**src/rtl/riscv_defs_pkg.sv**
```systemverilog
// Shared RV32 definitions: XLEN, NOP encoding
// and fetch-stage state encoding.
package riscv_defs;
  localparam int XLEN = 32;
  localparam logic [XLEN-1:0] NOP_INSTR = 32'h0000_0013;

  typedef enum logic [2:0] {
    S_IDLE,
    S_REQ,
    S_WAIT,
    S_HOLD,
    S_FAULT
  } fetch_state_e;
endpackage

```
**src/rtl/instruction_fetch_unit.sv**
```systemverilog
// Fetch stage: PC, one-outstanding imem request,
// redirect/squash handling and decode hand-off.
module instruction_fetch_unit
  import riscv_defs::*;
#(
  parameter logic [XLEN-1:0] RESET_PC = 32'h0000_0000
) (
  input  logic            clk,
  input  logic            reset,
  input  logic            redirect_valid,
  input  logic [XLEN-1:0] redirect_pc,
  output logic            imem_req_valid,
  input  logic            imem_req_ready,
  output logic [XLEN-1:0] imem_req_addr,
  input  logic            imem_rsp_valid,
  input  logic [XLEN-1:0] imem_rsp_data,
  output logic            if_valid,
  input  logic            if_ready,
  output logic [XLEN-1:0] if_instr,
  output logic [XLEN-1:0] if_pc,
  output logic [XLEN-1:0] if_pc_plus4,
  output logic            misalign_fault
);

  fetch_state_e    state_q, state_d;
  logic [XLEN-1:0] pc_q, pc_d;
  logic [XLEN-1:0] req_addr_q, req_addr_d;
  logic [XLEN-1:0] instr_q, instr_d;
  logic [XLEN-1:0] ipc_q, ipc_d;
  logic [XLEN-1:0] ipc4_q, ipc4_d;
  logic            req_valid_q, req_valid_d;
  logic            ivalid_q, ivalid_d;
  logic            squash_q, squash_d;
  logic            fault_q, fault_d;
  logic            fpend_q, fpend_d;

  logic            redir_ok;
  logic            redir_bad;
  logic            kill;
  logic [XLEN-1:0] tgt;

  always_comb begin
    state_d     = state_q;
    pc_d        = pc_q;
    req_addr_d  = req_addr_q;
    req_valid_d = req_valid_q;
    instr_d     = instr_q;
    ipc_d       = ipc_q;
    ipc4_d      = ipc4_q;
    ivalid_d    = ivalid_q;
    squash_d    = squash_q;
    fault_d     = fault_q;
    fpend_d     = fpend_q;

    redir_ok  = redirect_valid
             && (redirect_pc[1:0] == 2'b00);
    redir_bad = redirect_valid
             && (redirect_pc[1:0] != 2'b00);
    // a pending fault overrides later redirects
    kill      = fpend_q || redir_bad;
    tgt       = redir_ok ? redirect_pc : pc_q;

    if (redir_bad) fault_d = 1'b1;

    unique case (state_q)
      S_IDLE: begin
        if (kill) begin
          state_d = S_FAULT;
        end else begin
          state_d     = S_REQ;
          req_valid_d = 1'b1;
          req_addr_d  = tgt;
          pc_d        = tgt;
        end
      end
      S_REQ: begin
        if (kill) begin
          fpend_d = 1'b1;
        end else if (redir_ok) begin
          pc_d     = redirect_pc;
          squash_d = 1'b1;
        end
        if (imem_req_ready) begin
          req_valid_d = 1'b0;
          state_d     = S_WAIT;
        end
      end
      S_WAIT: begin
        if (kill) fpend_d = 1'b1;
        if (imem_rsp_valid) begin
          squash_d = 1'b0;
          if (kill) begin
            fpend_d = 1'b0;
            state_d = S_FAULT;
          end else if (squash_q || redir_ok) begin
            state_d     = S_REQ;
            req_valid_d = 1'b1;
            req_addr_d  = tgt;
            pc_d        = tgt;
          end else begin
            instr_d  = imem_rsp_data;
            ipc_d    = pc_q;
            ipc4_d   = pc_q + 32'd4;
            ivalid_d = 1'b1;
            state_d  = S_HOLD;
          end
        end else if (redir_ok && !kill) begin
          pc_d     = redirect_pc;
          squash_d = 1'b1;
        end
      end
      S_HOLD: begin
        if (kill) begin
          ivalid_d = 1'b0;
          state_d  = S_FAULT;
        end else if (redir_ok || if_ready) begin
          ivalid_d    = 1'b0;
          pc_d        = redir_ok ? redirect_pc
                                 : pc_q + 32'd4;
          req_addr_d  = pc_d;
          req_valid_d = 1'b1;
          state_d     = S_REQ;
        end
      end
      S_FAULT: begin
        req_valid_d = 1'b0;
        ivalid_d    = 1'b0;
      end
      default: state_d = S_IDLE;
    endcase
  end

  always_ff @(posedge clk) begin
    if (reset) begin
      state_q     <= S_IDLE;
      pc_q        <= RESET_PC;
      req_addr_q  <= RESET_PC;
      req_valid_q <= 1'b0;
      instr_q     <= NOP_INSTR;
      ipc_q       <= RESET_PC;
      ipc4_q      <= RESET_PC + 32'd4;
      ivalid_q    <= 1'b0;
      squash_q    <= 1'b0;
      fault_q     <= 1'b0;
      fpend_q     <= 1'b0;
    end else begin
      state_q     <= state_d;
      pc_q        <= pc_d;
      req_addr_q  <= req_addr_d;
      req_valid_q <= req_valid_d;
      instr_q     <= instr_d;
      ipc_q       <= ipc_d;
      ipc4_q      <= ipc4_d;
      ivalid_q    <= ivalid_d;
      squash_q    <= squash_d;
      fault_q     <= fault_d;
      fpend_q     <= fpend_d;
    end
  end

  assign imem_req_valid = req_valid_q;
  assign imem_req_addr  = req_addr_q;
  assign if_valid       = ivalid_q;
  assign if_instr       = instr_q;
  assign if_pc          = ipc_q;
  assign if_pc_plus4    = ipc4_q;
  assign misalign_fault = fault_q;

endmodule

```
**config.mk**
```make
export PLATFORM = sky130hd
export DESIGN_NAME = instruction_fetch_unit
export DESIGN_NICKNAME = d
export VERILOG_FILES = /design/src/rtl/riscv_defs_pkg.sv /design/src/rtl/instruction_fetch_unit.sv
export SDC_FILE = /design/constraint.sdc
export NUM_CORES = 1
export LEC_CHECK = 0
export CORE_ASPECT_RATIO = 2
export CORE_UTILIZATION = 40
export DETAILED_ROUTE_END_ITERATION = 8
export GPL_ROUTABILITY_DRIVEN = 0
export PLACE_DENSITY = 0.7
export SETUP_SLACK_MARGIN = 0.4
export SYNTH_ARGS = -nofsm -noshare
export SYNTH_HDL_FRONTEND = slang
export SYNTH_SLANG_ARGS = --single-unit
```
**constraint.sdc**
```tcl
create_clock -name clk -period 3 [get_ports clk]
set_input_delay 0.9 -clock clk [delete_from_list [all_inputs] [get_ports clk]]
set_output_delay 0.9 -clock clk [all_outputs]
set_load 0.02 [all_outputs]
```
==> run metrics <==
CTS Buf Count=17; Max Fanout on Critical Path=4; synth cell count leaders=nand2_1, dfxtp_1, a21oi_1, clkbuf_1, nor2_1; core area=about 20,000 um2; routed vias/inst=slightly below 6; Data required, critical path=approximately 3.3 ns; top post-synthesis cells by area=dfxtp_1, nand2_1, a21oi_1; initial core utilization=0.410; Hold Path Class=reg -> reg; layout cell share with drive strength beyond 1=0.130; WL final=a little under 30 mm; post-synthesis sequential area ratio=0.407; Residual DRC=0; Cell variety after synth=between 70 and 80; CP Buf/Inv Count=2; Design Power=between 5 and 6 mW; # diodes=0; Worst Path Arrival=~2.9 ns; Avg Inst Size Synth=about 7.7 um2; Synth-to-Final Area Change=42.4%; Iter 0 DRT Violations=between 700 and 800; Setup violations, final=0; synthesized flop and latch total=about 170; Final ANT Viol Nets=0; Mapped Area=8170 um2; Top Ports=about 200; min cycle time layout=2.61 ns; clock latency on the worst-skew pair=about 0.43 ns; cell family with most CP delay=compound AO/OA/AOI/OAI gates; clk sinks=~170; CP peak stage delay=approximately 0.5 ns; gr ovfl total=0; vias in the first global route=8,506; Final #Nets=around 1,300; vias post-DR=~9,000; DP Worst Slack=-0.433 ns; Root Driver=clkbuf_16; fin cells=1,548; Clock Skews=between 0.015 and 0.02 ns; Yosys top cell area share=0.407; synth warn=0; fin crit share=0.870; DR WL/cell=~19 um; cell chain of the critical path=clkdlybuf4s50_1 -> or3b_2 -> a31oi_4 -> a31oi_4 -> o21ai_2 -> buf_4 -> o221ai_1; maximum VDD drop=about 0.34 mV; GRT Total Usage=0.276; CTS H-tree lvls=4; PortBufs=200; setup ws final=0.389 ns; most frequent CP cell=a31oi_4; most used flip-flop cell after synthesis=dfxtp_1; EDFF count, synth=0; power per standard cell area=between 400 and 500 nW/um2; final core occ=0.584; post-synth top area cell=dfxtp_1; Worst setup SP type=primary input; most used standard cell by instance count after synthesis=nand2_1; first-pass GRT wire length=around 44 mm; largest net degree at the start of global routing=slightly above 80; Die Height=about 200 um; Die X=around 100 um; TNS Setup=0 ns; # Max-Cap Violations=0; Critical Path End Type=flop; Placed Instances=around 1,500; FFs w/ async S/R, synth=0; FP Rows=73; final hold vios=0; relative slew slack=0.431; FMAX=0.383 GHz; antenna violations before repair=0; LEAKAGE=just under 4 nW; CTS Buffer Depth=2; RSZ-0062 raised after global routing=yes; Syn Nets=~1,100; cells after synthesis=1,057; first drt pass iteration count=6; Worst path slowest cell=or3b_2; TritonCTS clock tree=built; CTS clk-pin slew, worst paths=~0.070 ns; Slew Viols, Final=0; Worst Tran Pin Value=between 0.8 and 0.9 ns; Setup CP Type=in -> reg; area of the die=between 20,000 and 25,000 um2; status=completed; Post-DP HPWL=21.3 mm
==> kinds of logic after synthesis <==
logic type / synth area share
AOI/OAI and AO/OA: 0.242
xor gates and xnor gates: 0.0333
adders and majority gates: 0.00153
buffers and inverters: 0.0607
DFF: 0.407
muxes: 0.00751
and+or+nand+nor: 0.248
==> repair_timing <==
item	in CTS	in global routing
endpoints found under the setup margin	56	43
resized for setup	18	12
hold buffers	0	0
endpoints found under the hold margin	0	0
pin swaps	2	1
buffers inserted	0	1
==> metrics by stage <==
step	cell area, um2	hold slack [ns]
floorplan	8170	0.441
global placement	11000	0.441
detailed placement	11000	0.446
CTS	11600	0.454
global route	11600	0.468
finish	11600	0.453
==> final cells by class <==
| cell class | instances | area (um2) |
|---|---|---|
| Clock buffer | 19 | 443 |
| Clock inverter | 13 | 101 |
| Fill cell | 1866 | 8280 |
| Inverter | 15 | 56.3 |
| Multi-Input combinational cell | 769 | 4470 |
| Sequential cell | 166 | 3330 |
| Tap cell | 262 | 328 |
| Timing Repair Buffer | 304 | 2910 |
==> path summary, 6_finish.rpt <==
kind | slack, ns | cells after the start | end | start
setup reg to reg | 0.54 | 6 | pc_q[26] | pc_q[2]
setup / recovery | 0.39 | 7 | pc_q[8] | if_ready
hold reg to reg | 0.45 | 2 | if_pc[19] | if_pc[19]
hold / removal | 0.45 | 2 | if_pc[19] | if_pc[19]
==> worst reg2reg max path, delay by kind of cell (launching register included) <==
family | cells | cell delay [ns]
adder cells (fa/ha/maj) | 1 | 0.26
flip-flops | 1 | 0.36
AND/OR/NAND/NOR | 3 | 1.39
AO/OA/AOI/OAI | 2 | 0.39
==> flip-flops by register name (all words and copies together), names as in the netlist, named ones only <==
name	cells
if_instr	32
if_pc	32
if_pc_plus4	30
if_valid	1
imem_req_addr	32
imem_req_valid	1
misalign_fault	1
pc_q	32
squash_q	1
state_q	3
==> where the power goes <==
| group | switching (mW) | leakage, nW | internal (mW) |
|---|---|---|---|
| registers | 0.109 | 1.34 | 2.29 |
| logic | 0.600 | 2.28 | 0.513 |
| clock network | 0.954 | 0.250 | 1.09 |
| total | 1.66 | 3.88 | 3.89 |
==> placed cells by master, fill, tap and decap left out, drive strengths merged, types with 22 or more instances in the layout <==
cell type / n
a211oi: 22
a21oi: 118
buf: 105
clkdlybuf4s50: 196
dfxtp: 166
nand2: 185
nand3: 40
nor2: 80
nor3: 29
o21ai: 38
xnor2: 26
==> layer usage <==
layer  GRT usage  up-vias  wire length, um
li1            -     4240                -
met1       0.320     4154            11000
met2       0.455      481            13900
met3      0.0458      131             2040
met4       0.191        0             1950
met5           0        -                0
(Power assumes the default switching activity.)
